### config.mk
export PLATFORM = sky130hd
export DESIGN_NAME = dot4_arbiter_flat
export DESIGN_NICKNAME = d
export VERILOG_FILES = /design/src/rtl/dot4_arbiter_pkg.sv /design/src/rtl/dot4_arbiter_if.sv /design/src/rtl/dot4_arbiter_core.sv /design/src/rtl/dot4_arbiter.sv /design/src/flat_wrapper.sv
export SDC_FILE = /design/constraint.sdc
export NUM_CORES = 1
export LEC_CHECK = 0
export ABC_AREA = 0
export BUFFER_PORTS_ARGS = -buffer_cell sky130_fd_sc_hd__buf_2
export CORE_MARGIN = 1
export CORE_UTILIZATION = 40
export DETAILED_ROUTE_END_ITERATION = 8
export PLACE_DENSITY = 0.68
export SYNTH_ARGS = -nofsm -noshare
export SYNTH_HDL_FRONTEND = slang
export SYNTH_HIERARCHICAL = 1
export SYNTH_SLANG_ARGS = --single-unit
### constraint.sdc
create_clock -name clk -period 11.56 [get_ports clk]
set_input_delay 0.578 -clock clk [delete_from_list [all_inputs] [get_ports clk]]
set_output_delay 0.578 -clock clk [all_outputs]
set_load 0.01 [all_outputs]
### src/rtl/dot4_arbiter_pkg.sv
// Shared types and constants for the dot4 arbiter and its core:
// state encoding, operand slot layout and Q8.8 helpers.
package dot4_arbiter_pkg;

  typedef enum logic {
    IDLE = 1'b0,
    WAIT = 1'b1
  } state_t;

  localparam int DEFAULT_NREQ = 3;

  localparam int SLOT_W  = 64;
  localparam int FIELD_W = 16;
  localparam int X_OFF   = 0;
  localparam int Y_OFF   = 16;
  localparam int Z_OFF   = 32;
  localparam int W_OFF   = 48;

  localparam logic [FIELD_W-1:0] Q88_ONE  = 16'h0100;
  localparam logic [FIELD_W-1:0] Q88_ZERO = 16'h0000;

  // Signed Q8.8 multiply; dropping the low 8 bits truncates toward minus infinity.
  function automatic logic [FIELD_W-1:0] q88_mul(input logic [FIELD_W-1:0] a,
                                                 input logic [FIELD_W-1:0] b);
    logic signed [31:0] p;
    p = $signed(a) * $signed(b);
    return p[23:8];
  endfunction

endpackage

### src/rtl/dot4_arbiter_if.sv
// Requester-side bus of the dot4 arbiter: per-requester request, operand
// slots, ack/done pulses and the shared result.
interface dot4_arbiter_if #(parameter int NREQ = dot4_arbiter_pkg::DEFAULT_NREQ) ();
  import dot4_arbiter_pkg::*;

  logic [NREQ-1:0]        req;
  logic [NREQ*SLOT_W-1:0] req_v1;
  logic [NREQ*SLOT_W-1:0] req_v2;
  logic [NREQ-1:0]        ack;
  logic [NREQ-1:0]        done;
  logic [FIELD_W-1:0]     result;
  logic                   busy;

  modport master (output req, req_v1, req_v2, input ack, done, result, busy);
  modport slave  (input req, req_v1, req_v2, output ack, done, result, busy);

endinterface

### src/rtl/dot4_arbiter_core.sv
// Sequential Q8.8 dot4 core: one lane per cycle after start, x first and w
// last, with a one-cycle done pulse carrying the wrapped 16-bit sum.
module dot4_core
  import dot4_arbiter_pkg::*;
(
  input  logic               clk,
  input  logic               reset,
  input  logic               start,
  input  logic [SLOT_W-1:0]  op_a,
  input  logic [SLOT_W-1:0]  op_b,
  output logic               done,
  output logic [FIELD_W-1:0] result
);

  logic               running;
  logic [1:0]         lane;
  logic [FIELD_W-1:0] acc;
  logic [FIELD_W-1:0] a_f;
  logic [FIELD_W-1:0] b_f;
  logic [FIELD_W-1:0] prod;

  always_comb begin
    a_f = op_a[X_OFF +: FIELD_W];
    b_f = op_b[X_OFF +: FIELD_W];
    case (lane)
      2'd1: begin a_f = op_a[Y_OFF +: FIELD_W]; b_f = op_b[Y_OFF +: FIELD_W]; end
      2'd2: begin a_f = op_a[Z_OFF +: FIELD_W]; b_f = op_b[Z_OFF +: FIELD_W]; end
      2'd3: begin a_f = op_a[W_OFF +: FIELD_W]; b_f = op_b[W_OFF +: FIELD_W]; end
      default: ;
    endcase
    prod = q88_mul(a_f, b_f);
  end

  // Operands are read lane by lane, so the caller must hold them until done.
  always_ff @(posedge clk) begin
    if (!reset) begin
      running <= 1'b0;
      lane    <= 2'd0;
      acc     <= Q88_ZERO;
      done    <= 1'b0;
      result  <= Q88_ZERO;
    end else begin
      done <= 1'b0;
      if (!running) begin
        if (start) begin
          running <= 1'b1;
          lane    <= 2'd0;
          acc     <= Q88_ZERO;
        end
      end else begin
        acc  <= acc + prod;
        lane <= lane + 2'd1;
        if (lane == 2'd3) begin
          running <= 1'b0;
          done    <= 1'b1;
          result  <= acc + prod;
        end
      end
    end
  end

endmodule

### src/rtl/dot4_arbiter.sv
// Round-robin arbiter sharing one dot4 core among NREQ requesters; captures
// the winner's operands, runs the core and returns the result with a done pulse.
module dot4_arbiter
  import dot4_arbiter_pkg::*;
#(
  parameter int NREQ = DEFAULT_NREQ
) (
  input logic           clk,
  input logic           reset,
  dot4_arbiter_if.slave bus
);

  state_t             state;
  logic [NREQ-1:0]    last_grant;
  logic [NREQ-1:0]    grant;
  logic [NREQ-1:0]    winner;
  logic [NREQ-1:0]    ack_q;
  logic [NREQ-1:0]    done_q;
  logic [FIELD_W-1:0] result_q;
  logic               busy_q;
  logic               core_start;
  logic               core_done;
  logic [FIELD_W-1:0] core_result;
  logic [SLOT_W-1:0]  op_a;
  logic [SLOT_W-1:0]  op_b;
  logic [SLOT_W-1:0]  sel_v1;
  logic [SLOT_W-1:0]  sel_v2;

  // Grants are one-hot; search starts just above the previous winner and wraps.
  function automatic logic [NREQ-1:0] rr_pick(input logic [NREQ-1:0] r,
                                               input logic [NREQ-1:0] last);
    logic [NREQ-1:0] pick;
    logic            found;
    int              j;
    pick  = '0;
    found = 1'b0;
    for (int i = 0; i < NREQ; i++) begin
      if (last[i]) begin
        for (int k = 1; k <= NREQ; k++) begin
          j = (i + k) % NREQ;
          if (!found && r[j]) begin
            pick[j] = 1'b1;
            found   = 1'b1;
          end
        end
      end
    end
    return pick;
  endfunction

  always_comb begin
    winner = rr_pick(bus.req, last_grant);
    sel_v1 = '0;
    sel_v2 = '0;
    for (int i = 0; i < NREQ; i++) begin
      if (winner[i]) begin
        sel_v1 = bus.req_v1[i*SLOT_W +: SLOT_W];
        sel_v2 = bus.req_v2[i*SLOT_W +: SLOT_W];
      end
    end
  end

  // Reset leaves the top requester as last winner so requester 0 goes first.
  always_ff @(posedge clk) begin
    if (!reset) begin
      state      <= IDLE;
      ack_q      <= '0;
      done_q     <= '0;
      busy_q     <= 1'b0;
      result_q   <= Q88_ZERO;
      op_a       <= '0;
      op_b       <= '0;
      core_start <= 1'b0;
      grant      <= '0;
      last_grant <= {1'b1, {(NREQ-1){1'b0}}};
    end else begin
      ack_q      <= '0;
      done_q     <= '0;
      core_start <= 1'b0;
      case (state)
        IDLE: begin
          if (|bus.req) begin
            grant      <= winner;
            ack_q      <= winner;
            op_a       <= sel_v1;
            op_b       <= sel_v2;
            core_start <= 1'b1;
            busy_q     <= 1'b1;
            state      <= WAIT;
          end
        end
        WAIT: begin
          if (core_done) begin
            result_q   <= core_result;
            done_q     <= grant;
            last_grant <= grant;
            busy_q     <= 1'b0;
            state      <= IDLE;
          end
        end
        default: state <= IDLE;
      endcase
    end
  end

  dot4_core u_dot4 (
    .clk    (clk),
    .reset  (reset),
    .start  (core_start),
    .op_a   (op_a),
    .op_b   (op_b),
    .done   (core_done),
    .result (core_result)
  );

  assign bus.ack    = ack_q;
  assign bus.done   = done_q;
  assign bus.result = result_q;
  assign bus.busy   = busy_q;

endmodule

### src/flat_wrapper.sv
// flat-port wrapper written by rule: the top's interface ports become plain ports
module dot4_arbiter_flat import dot4_arbiter_pkg::*;
#(
  parameter int NREQ = DEFAULT_NREQ
)
  (clk, reset, bus_req, bus_req_v1, bus_req_v2, bus_ack, bus_done, bus_result, bus_busy);
  dot4_arbiter_if #(.NREQ(NREQ)) bus_i ();
  input logic clk;
  input logic reset;
  input wire logic [$bits(bus_i.req)-1:0] bus_req;
  input wire logic [$bits(bus_i.req_v1)-1:0] bus_req_v1;
  input wire logic [$bits(bus_i.req_v2)-1:0] bus_req_v2;
  output wire logic [$bits(bus_i.ack)-1:0] bus_ack;
  output wire logic [$bits(bus_i.done)-1:0] bus_done;
  output wire logic [$bits(bus_i.result)-1:0] bus_result;
  output wire logic [$bits(bus_i.busy)-1:0] bus_busy;
  assign bus_i.req = bus_req;
  assign bus_i.req_v1 = bus_req_v1;
  assign bus_i.req_v2 = bus_req_v2;
  assign bus_ack = bus_i.ack;
  assign bus_done = bus_i.done;
  assign bus_result = bus_i.result;
  assign bus_busy = bus_i.busy;
  dot4_arbiter #(.NREQ(NREQ)) u_core (.clk(clk), .reset(reset), .bus(bus_i));
endmodule
# After elaboration in Yosys (flattened, before gate mapping)
# Cells that the tools add are included.
# W data, S select, Z words.
[classes]
n_addsub = 2
multipliers = 1
n_div = 0
magnitude_cmp = 0
eq_ne = 5
n_shift = 0
n_mux = 49
n_bitwise = 3
n_reduce_logical = 26
[op_table]
columns = ["cell", "count"]
rows = [
  ["$mux W64", 6],
  ["$pmux W16 S3", 2],
  ["$mux W1", 32],
  ["$mux W16", 2],
  ["$mul A16 B16 Y24", 1],
  ["$add A16 B16 Y16", 1],
  ["$reduce_and A2 Y1", 5],
  ["$mux W3", 3],
  ["$logic_and A1 B1 Y1", 8],
  ["$logic_not A1 Y1", 8],
  ["$reduce_or A3 Y1", 2],
  ["$eq A2 B2 Y1 const B", 2],
  ["$mux W2", 2],
  ["$pmux W1 S2", 2],
  ["$not A1 Y1", 3],
  ["$reduce_and A3 Y1", 1],
  ["$add A2 B1 Y2 const B", 1],
  ["$eq A2 B1 Y1 const B", 1],
  ["$ne A2 B1 Y1 const B", 1],
  ["$ne A2 B2 Y1 const B", 1],
  ["$reduce_bool A2 Y1", 1],
  ["$reduce_or A2 Y1", 1],
]
[word_totals]
ff_bits = 195
latch_bits = 0
ramBits = 0
romBits = 0
input_bits = 389
mem_count = 0

# Longest topological paths before layout
# Gate-level depths: netlist (run 1).
[logic_depth]
ltp_word = 37
mapped_depth = 40
ltp_nobuf = 37

# Cells and area by module
# The synthesis (run 1) kept the hierarchy.
[by_module_without_submodules]
columns = ["mod", "instances", "cells_each", "area_each_um2", "seq_area_each_um2"]
rows = [
  ["dot4_core", 1, 1256, 10385.0, 720.7],
  ["dot4_arbiter", 1, 719, 7344.5, 3183.1],
]

# Worst setup path before layout (run 1)
# Ideal clock, no wire load.
[synth_path]
kind = "reg2reg"
from = "reg u_core.u_dot4.lane[0]"
to = "reg u_core.u_dot4.result[15]"
setup_time_ns = 0.132
arrival_time_ns = 8.771
t_required_ns = 11.428
setup_slack_ns = 2.657
stages_incl_launch_ff = 36
period_less_slack_ns = 8.903
cell_sequence = "dfxtp_1 > inv_1 > ha_1 > inv_2 > buf_2 > buf_1 > buf_1 > mux2i_1 > nor2_1 > fa_1 > inv_1 > fa_1 > fa_1 > fa_1 > inv_1 > fa_1 > inv_1 > fa_1 > inv_1 > ha_1 > nand3_1 > or4b_1 > nor4_4 > nor2_1 > o31ai_4 > xor2_1 > ha_1 > and2_1 > a221o_1 > nor3_1 > o21ai_0 > o31ai_1 > nand2b_1 > a21oi_1 > xnor2_1 > a21oi_1"
[synth_between]
elab_chain_cells = 4
[synth_rtl]
columns = ["item", "line_no", "text"]
rows = [
  ["start: declaration", "dot4_arbiter_core.sv:16", "logic [1:0] lane;"],
  ["start signal: assignment", "dot4_arbiter_core.sv:52", "lane <= lane + 2'd1;"],
  ["$eq A2 B2 Y1, or another cell as far along", "dot4_arbiter_core.sv:25, dot4_arbiter_core.sv:53", ""],
  ["$pmux W16 S3", "dot4_arbiter_core.sv:25", "case (lane)"],
  ["$mul A16 B16 Y24", "dot4_arbiter_pkg.sv:26", "p = $signed(a) * $signed(b);"],
  ["$add A16 B16 Y16", "dot4_arbiter_core.sv:56", "result <= acc + prod;"],
  ["end signal: assignment", "dot4_arbiter_core.sv:56", ""],
  ["end: declaration", "dot4_arbiter_core.sv:12", "output logic [FIELD_W-1:0] result"],
]
# Parallel ways exist; a longest one is shown, timed or not.
# A chain may end at the register's enable or synchronous reset.

# Final worst setup path (run 1)
[layout_path]
from = "reg u_core.u_dot4.lane[1]"
to = "reg u_core.u_dot4.result[15]"
# Same word-level chain as after synthesis.

==> results.sh, run 1 <==
export IMPL_combPwrFrac=0.509
export IMPL_min_to="u_core/op_b[0]$_SDFFE_PN0P_"
export IMPL_ios=412
export IMPL_slowest_stage="ha_1"
export IMPL_r2r_slack_ns=1.34
export IMPL_setup_tns_final_ns=0
export IMPL_start_util=0.409
export IMPL_grt_max_degree=125
export IMPL_cts_hold_buffers_added=0
export IMPL_io_buffers=411
export IMPL_crit_type="flip-flop to flip-flop"
export IMPL_worstPathArrival_ns=10.55
export IMPL_cts_buffers=17
export IMPL_drt_total_wl_um=58400
export IMPL_async_flop_share=0
export IMPL_hold_violations=0
export IMPL_drc_errors=0
export IMPL_gp_congestion=0.950
export IMPL_antenna_found_initial=6
export IMPL_internal_power_mw=1.63
export IMPL_root_buffer="clkbuf_16"
export IMPL_cts_buffer_depth=2
export IMPL_cts_sinks=195
export IMPL_clock_latency_ns=0.47
export IMPL_yosysWarnings=6
export IMPL_dp_slack_ns=1.42
export IMPL_vias=15900
export IMPL_grt_overflow_total=0
export IMPL_leakagePower_nw=9.79
export IMPL_drtPass1Iterations=8
export IMPL_ys_types=69
export IMPL_die_w_um=213
export IMPL_area_growth_pct=16.7
export IMPL_synth_seq_area_share=0.220
export IMPL_synth_seq_cells=195
export IMPL_drtIter0Drc=1440
export IMPL_finalInstanceArea_mm2=0.0207
export IMPL_rr_startpoint="u_core/u_dot4/lane[1]$_SDFFE_PN0P_"
export IMPL_grt_pass1_wl_um=90600
export IMPL_htree_levels=4
export IMPL_crit_family="adder cells"
export IMPL_ir_drop_uv=114
export IMPL_tritoncts="done"
export IMPL_power_density_mw_per_mm2=134
export IMPL_setup_viol=0
export IMPL_cts_resized=0
export IMPL_cp_end_kind="flip-flop"
export IMPL_syn_inst=1975
export IMPL_worst_slack_ns=1.34
export IMPL_max_slew_margin_rel=0.137
export IMPL_seqPwrFrac=0.275
export IMPL_clkPwrFrac=0.217
export IMPL_cp_buffers_inverters=4
export IMPL_hold_path_class="input pin to flip-flop"
export IMPL_ant_nets=0
export IMPL_clkSlewWorstSetupHoldPaths_ns=0.08
export IMPL_p_switching_mw=1.16
export IMPL_rr_endpoint="u_core/u_dot4/result[15]$_SDFFE_PN0P_"
export IMPL_syn_nets=2641
export IMPL_synth_area_mm2=0.0177
export IMPL_avgViaCountPerCell=5.45
export IMPL_tightest_slew_ns=1.29
export IMPL_holdPathStages=2
export IMPL_grt_setup_unrepaired="no"
export IMPL_critPathLaunchType="flip-flop"
export IMPL_slowest_delay_ns=1.03
export IMPL_core_area_mm2=0.0434
export IMPL_cts_setup_buffers=0
export IMPL_die_area_mm2=0.0452
export IMPL_hp_start="bus_req_v2[128]"
export IMPL_drive_gt1_frac=0.218
export IMPL_synth_edf_count=0
export IMPL_grt_usage=0.265
export IMPL_fin_skew_ns=0.0163
export IMPL_dpl_cell_area_mm2=0.0201
export IMPL_worstPathRequired_ns=11.89
export IMPL_cpMostUsedCell="fa_1"
export IMPL_period_share=0.884
export IMPL_period_minus_slack_ns=10.22
export IMPL_nNetsFinal=2977
export IMPL_fillers=4264
export IMPL_dp_hpwl_um=47100
export IMPL_post_drt_wl_per_cell_um=20.0
export IMPL_final_cell_mix="411 x buf_2, 265 x inv_1, 219 x nand2_1"
export IMPL_maxCapViolCount=0
export IMPL_synth_ff_type="dfxtp_1"
export IMPL_status="completed"
export IMPL_swShare=0.415
export IMPL_rows=76
export IMPL_fmax_mhz=97.8
export IMPL_r2r_cells=31
export IMPL_grt_pass1_vias=16300
export IMPL_drv_slew=0
export IMPL_layout_commonest_cell="buf_2"
export IMPL_dieHeight_um=213
export IMPL_syn_avg_cell_area_um2=8.98
export IMPL_worstPathMaxFanout=32
-- area by class of cell --
type | count | area [µm²] | share of cell area
sequential | 195 | 3900 | 0.189
multi-input combinational | 1394 | 12200 | 0.590
inverter | 267 | 1000 | 0.0484
tap | 585 | 732 | 0.0354
timing repair buffer | 436 | 2240 | 0.108
clock inverter | 13 | 140 | 0.00677
antenna | 6 | 15.0 | 0.000725
clock buffer | 19 | 443 | 0.0214
-- power by group through the flow --
stage,sequential (mW),clock [mW],combinational (mW)
4_1_cts,0.762,0.613,1.42
5_1_grt,0.768,0.640,1.59
2_1_floorplan,0.756,0,1.01
6_report,0.764,0.603,1.42
3_5_place_dp,0.777,0,1.40
3_3_place_gp,0.778,0,1.38
-- metrics by stage --
| step | hold WS [ns] | cells | total power, mW | util |
|---|---|---|---|---|
| floorplan | 0.429 | 1975 | 1.77 | - |
| global placement | 0.444 | 2877 | 2.15 | 0.464 |
| detailed placement | 0.449 | 2877 | 2.18 | 0.464 |
| CTS | 0.296 | 2909 | 2.79 | 0.477 |
| global route | 0.323 | 2915 | 3.00 | 0.477 |
| finish | 0.326 | 2915 | 2.78 | 0.477 |
-- logic make-up after synthesis --
group / share of synthesized area
simple gates: 0.166
xor+xnor: 0.0215
compound gates: 0.209
buf+inv: 0.0929
flops: 0.220
mux: 0.0148
fa+ha+maj: 0.275
-- worst max-delay path by stage --
stage | from | endpoint | cells past startpoint
floorplan | u_core/u_dot4/lane[0]$_SDFFE_PN0P_ | u_core/u_dot4/result[15]$_SDFFE_PN0P_ | 35
global placement | u_core/u_dot4/lane[1]$_SDFFE_PN0P_ | u_core/u_dot4/result[15]$_SDFFE_PN0P_ | 31
detailed placement | u_core/u_dot4/lane[1]$_SDFFE_PN0P_ | u_core/u_dot4/result[15]$_SDFFE_PN0P_ | 31
CTS | u_core/u_dot4/lane[1]$_SDFFE_PN0P_ | u_core/u_dot4/result[15]$_SDFFE_PN0P_ | 31
global route | u_core/u_dot4/lane[1]$_SDFFE_PN0P_ | u_core/u_dot4/result[15]$_SDFFE_PN0P_ | 31
finish | u_core/u_dot4/lane[1]$_SDFFE_PN0P_ | u_core/u_dot4/result[15]$_SDFFE_PN0P_ | 31
-- state kept, by name (all words and copies together), names as in the netlist --
register and count:
u_core/op_a 64, u_core/op_b 64, u_core/bus.result 16, u_core/u_dot4/acc 16, u_core/u_dot4/result 16, u_core/bus.ack 3, u_core/bus.done 3, u_core/grant 3
u_core/last_grant 3, u_core/u_dot4/lane 2, u_core/bus.busy 1, u_core/core_start 1, u_core/state 1, u_core/u_dot4/done 1, u_core/u_dot4/running 1
-- Yosys cell counts (9+ instances only) --
| cell | count | share of area |
|---|---|---|
| inv_1 | 265 | 0.056 |
| o21ai_0 | 23 | 0.0065 |
| a222oi_1 | 12 | 0.0068 |
| xnor2_1 | 35 | 0.017 |
| a221o_1 | 129 | 0.073 |
| nor2_1 | 121 | 0.026 |
| nor2b_1 | 32 | 0.011 |
| ha_1 | 90 | 0.064 |
| fa_1 | 187 | 0.21 |
| a22o_1 | 128 | 0.063 |
| buf_2 | 17 | 0.0048 |
| a22oi_1 | 20 | 0.0085 |
| a21oi_1 | 56 | 0.016 |
| mux2_2 | 10 | 0.0064 |
| mux2i_1 | 15 | 0.0085 |
| buf_6 | 22 | 0.014 |
| nand3_1 | 20 | 0.0056 |
| nor3b_1 | 15 | 0.0064 |
| nand2b_1 | 10 | 0.0035 |
| buf_1 | 9 | 0.0019 |
| a21o_1 | 16 | 0.0068 |
| nand2_1 | 219 | 0.046 |
| clkbuf_1 | 67 | 0.014 |
| nor3_1 | 14 | 0.0040 |
| and2_1 | 148 | 0.052 |
| dfxtp_1 | 195 | 0.22 |
-- routing by layer --
layer  global-route usage  wire, µm
met5                    0         0
met4               0.0920      1700
met3               0.0473      4540
met2                0.444     27700
met1                0.342     24500
Power figures use the tool's default switching activity.
==> inputs of run 2 (changes only) <==
--- a/config.mk
+++ b/config.mk
@@ -9,6 +9,7 @@
 export BUFFER_PORTS_ARGS = -buffer_cell sky130_fd_sc_hd__buf_2
 export CORE_MARGIN = 1
 export CORE_UTILIZATION = 40
+export CTS_BUF_LIST = sky130_fd_sc_hd__clkbuf_8
 export DETAILED_ROUTE_END_ITERATION = 8
 export PLACE_DENSITY = 0.68
 export SYNTH_ARGS = -nofsm -noshare
==> results.sh, run 2 (synthesis results as in run 1) <==
export IMPL_slowest_delay_ns=1.03
export IMPL_setup_tns_final_ns=0
export IMPL_gp_congestion=0.950
export IMPL_whs_ns=0.263
export IMPL_status="completed"
export IMPL_worst_slack_ns=1.37
export IMPL_ant_nets=0
export IMPL_antenna_found_initial=9
export IMPL_worstPathArrival_ns=10.59
export IMPL_critPathLaunchType="flip-flop"
export IMPL_layout_commonest_cell="buf_2"
export IMPL_drv_slew=0
export IMPL_setup_viol=0
export IMPL_drive_gt1_frac=0.218
export IMPL_die_w_um=213
export IMPL_fmax_mhz=98.1
export IMPL_hold_violations=0
export IMPL_ios=412
export IMPL_final_cells=2918
export IMPL_grt_max_degree=125
export IMPL_dp_hpwl_um=47100
export IMPL_grt_setup_unrepaired="no"
export IMPL_cp_end_kind="flip-flop"
export IMPL_leakagePower_nw=9.71
export IMPL_drtPass1Iterations=8
export IMPL_hold_path_class="input pin to flip-flop"
export IMPL_grt_overflow_total=0
export IMPL_clock_latency_ns=0.53
export IMPL_worstPathMaxFanout=32
export IMPL_vias=15800
export IMPL_drc_errors=0
export IMPL_area_growth_pct=15.7
export IMPL_final_cell_mix="411 x buf_2, 266 x inv_1, 219 x nand2_1"
export IMPL_max_slew_margin_rel=0.141
export IMPL_slowest_stage="ha_1"
export IMPL_crit_type="flip-flop to flip-flop"
export IMPL_numPlacedInstances=2877
export IMPL_cts_resized=0
export IMPL_period_share=0.882
export IMPL_grt_pass1_vias=16300
export IMPL_cts_buffer_depth=2
export IMPL_grt_usage=0.264
export IMPL_dp_slack_ns=1.42
export IMPL_ir_drop_uv=102
export IMPL_io_buffers=411
export IMPL_core_area_mm2=0.0434
export IMPL_maxCapViolCount=0
export IMPL_avgViaCountPerCell=5.43
export IMPL_cpMostUsedCell="fa_1"
export IMPL_nNetsFinal=2977
export IMPL_period_minus_slack_ns=10.19
export IMPL_drtIter0Drc=1371
export IMPL_cts_hold_buffers_added=0
export IMPL_root_buffer="clkbuf_8"
export IMPL_cts_buffers=17
export IMPL_fin_skew_ns=0.0248
export IMPL_top_regs="u_core/op_a (64), u_core/op_b (64)"
export IMPL_dieHeight_um=213
export IMPL_grt_pass1_wl_um=90200
export IMPL_rows=76
export IMPL_power_density_mw_per_mm2=128
export IMPL_cts_sinks=195
export IMPL_tightest_slew_ns=1.29
export IMPL_post_drt_wl_per_cell_um=20.0
export IMPL_worstPathRequired_ns=11.96
export IMPL_start_util=0.409
export IMPL_drt_total_wl_um=58400
export IMPL_tritoncts="done"
export IMPL_cts_setup_buffers=0
export IMPL_clkSlewWorstSetupHoldPaths_ns=0.12
export IMPL_die_area_mm2=0.0452
export IMPL_htree_levels=4
-- run 2: layout make-up --
type,count,area (µm²)
Fill cell,4295,22800
Antenna cell,9,22.5
Inverter,267,1000
Sequential cell,195,3900
Clock inverter,14,144
Multi-Input combinational cell,1394,12200
Clock buffer,18,248
Tap cell,585,732
Timing Repair Buffer,436,2240
-- run 2: critical path: cells and delay by family, from the launching register on --
family / cells / cell delay [ns]
xor+xnor: 2 / 0.35
fa+ha+maj: 9 / 4.74
compound gates: 8 / 2.51
simple gates: 8 / 1.87
flops: 1 / 0.35
buf+inv: 4 / 0.24
-- run 2: per-stage QoR --
stage          utilization  power, mW  instance area (µm²)
2_1_floorplan            -       1.77                17700
6_report             0.473       2.63                20500
3_3_place_gp         0.464       2.15                20100
3_5_place_dp         0.464       2.18                20100
5_1_grt              0.473       2.85                20500
4_1_cts              0.473       2.64                20500
-- run 2: worst paths after layout --
| path | end | cells past startpoint | from | slack, ns |
|---|---|---|---|---|
| min | u_core/op_b[0]$_SDFFE_PN0P_ | 2 | bus_req_v2[128] | 0.26 |
| max | u_core/u_dot4/result[15]$_SDFFE_PN0P_ | 31 | u_core/u_dot4/lane[1]$_SDFFE_PN0P_ | 1.37 |
| min reg2reg | u_core/bus.result[6]$_SDFFE_PN0P_ | 2 | u_core/u_dot4/result[6]$_SDFFE_PN0P_ | 0.47 |
| max reg2reg | u_core/u_dot4/result[15]$_SDFFE_PN0P_ | 31 | u_core/u_dot4/lane[1]$_SDFFE_PN0P_ | 1.37 |
-- run 2: routing by layer --
metal | vias to the layer above | GRT usage | wire (µm)
met3 | 94 | 0.0514 | 4510
met2 | 680 | 0.440 | 27300
met4 | 0 | 0.0950 | 1790
met1 | 7691 | 0.339 | 24800
met5 | - | 0 | 0
li1 | 7381 | - | -
-- run 2: where the power goes --
| part | switching (mW) | total, mW | internal [mW] |
|---|---|---|---|
| Combinational | 0.820 | 1.41 | 0.593 |
| Sequential | 0.0414 | 0.764 | 0.723 |
| Clock | 0.272 | 0.454 | 0.183 |
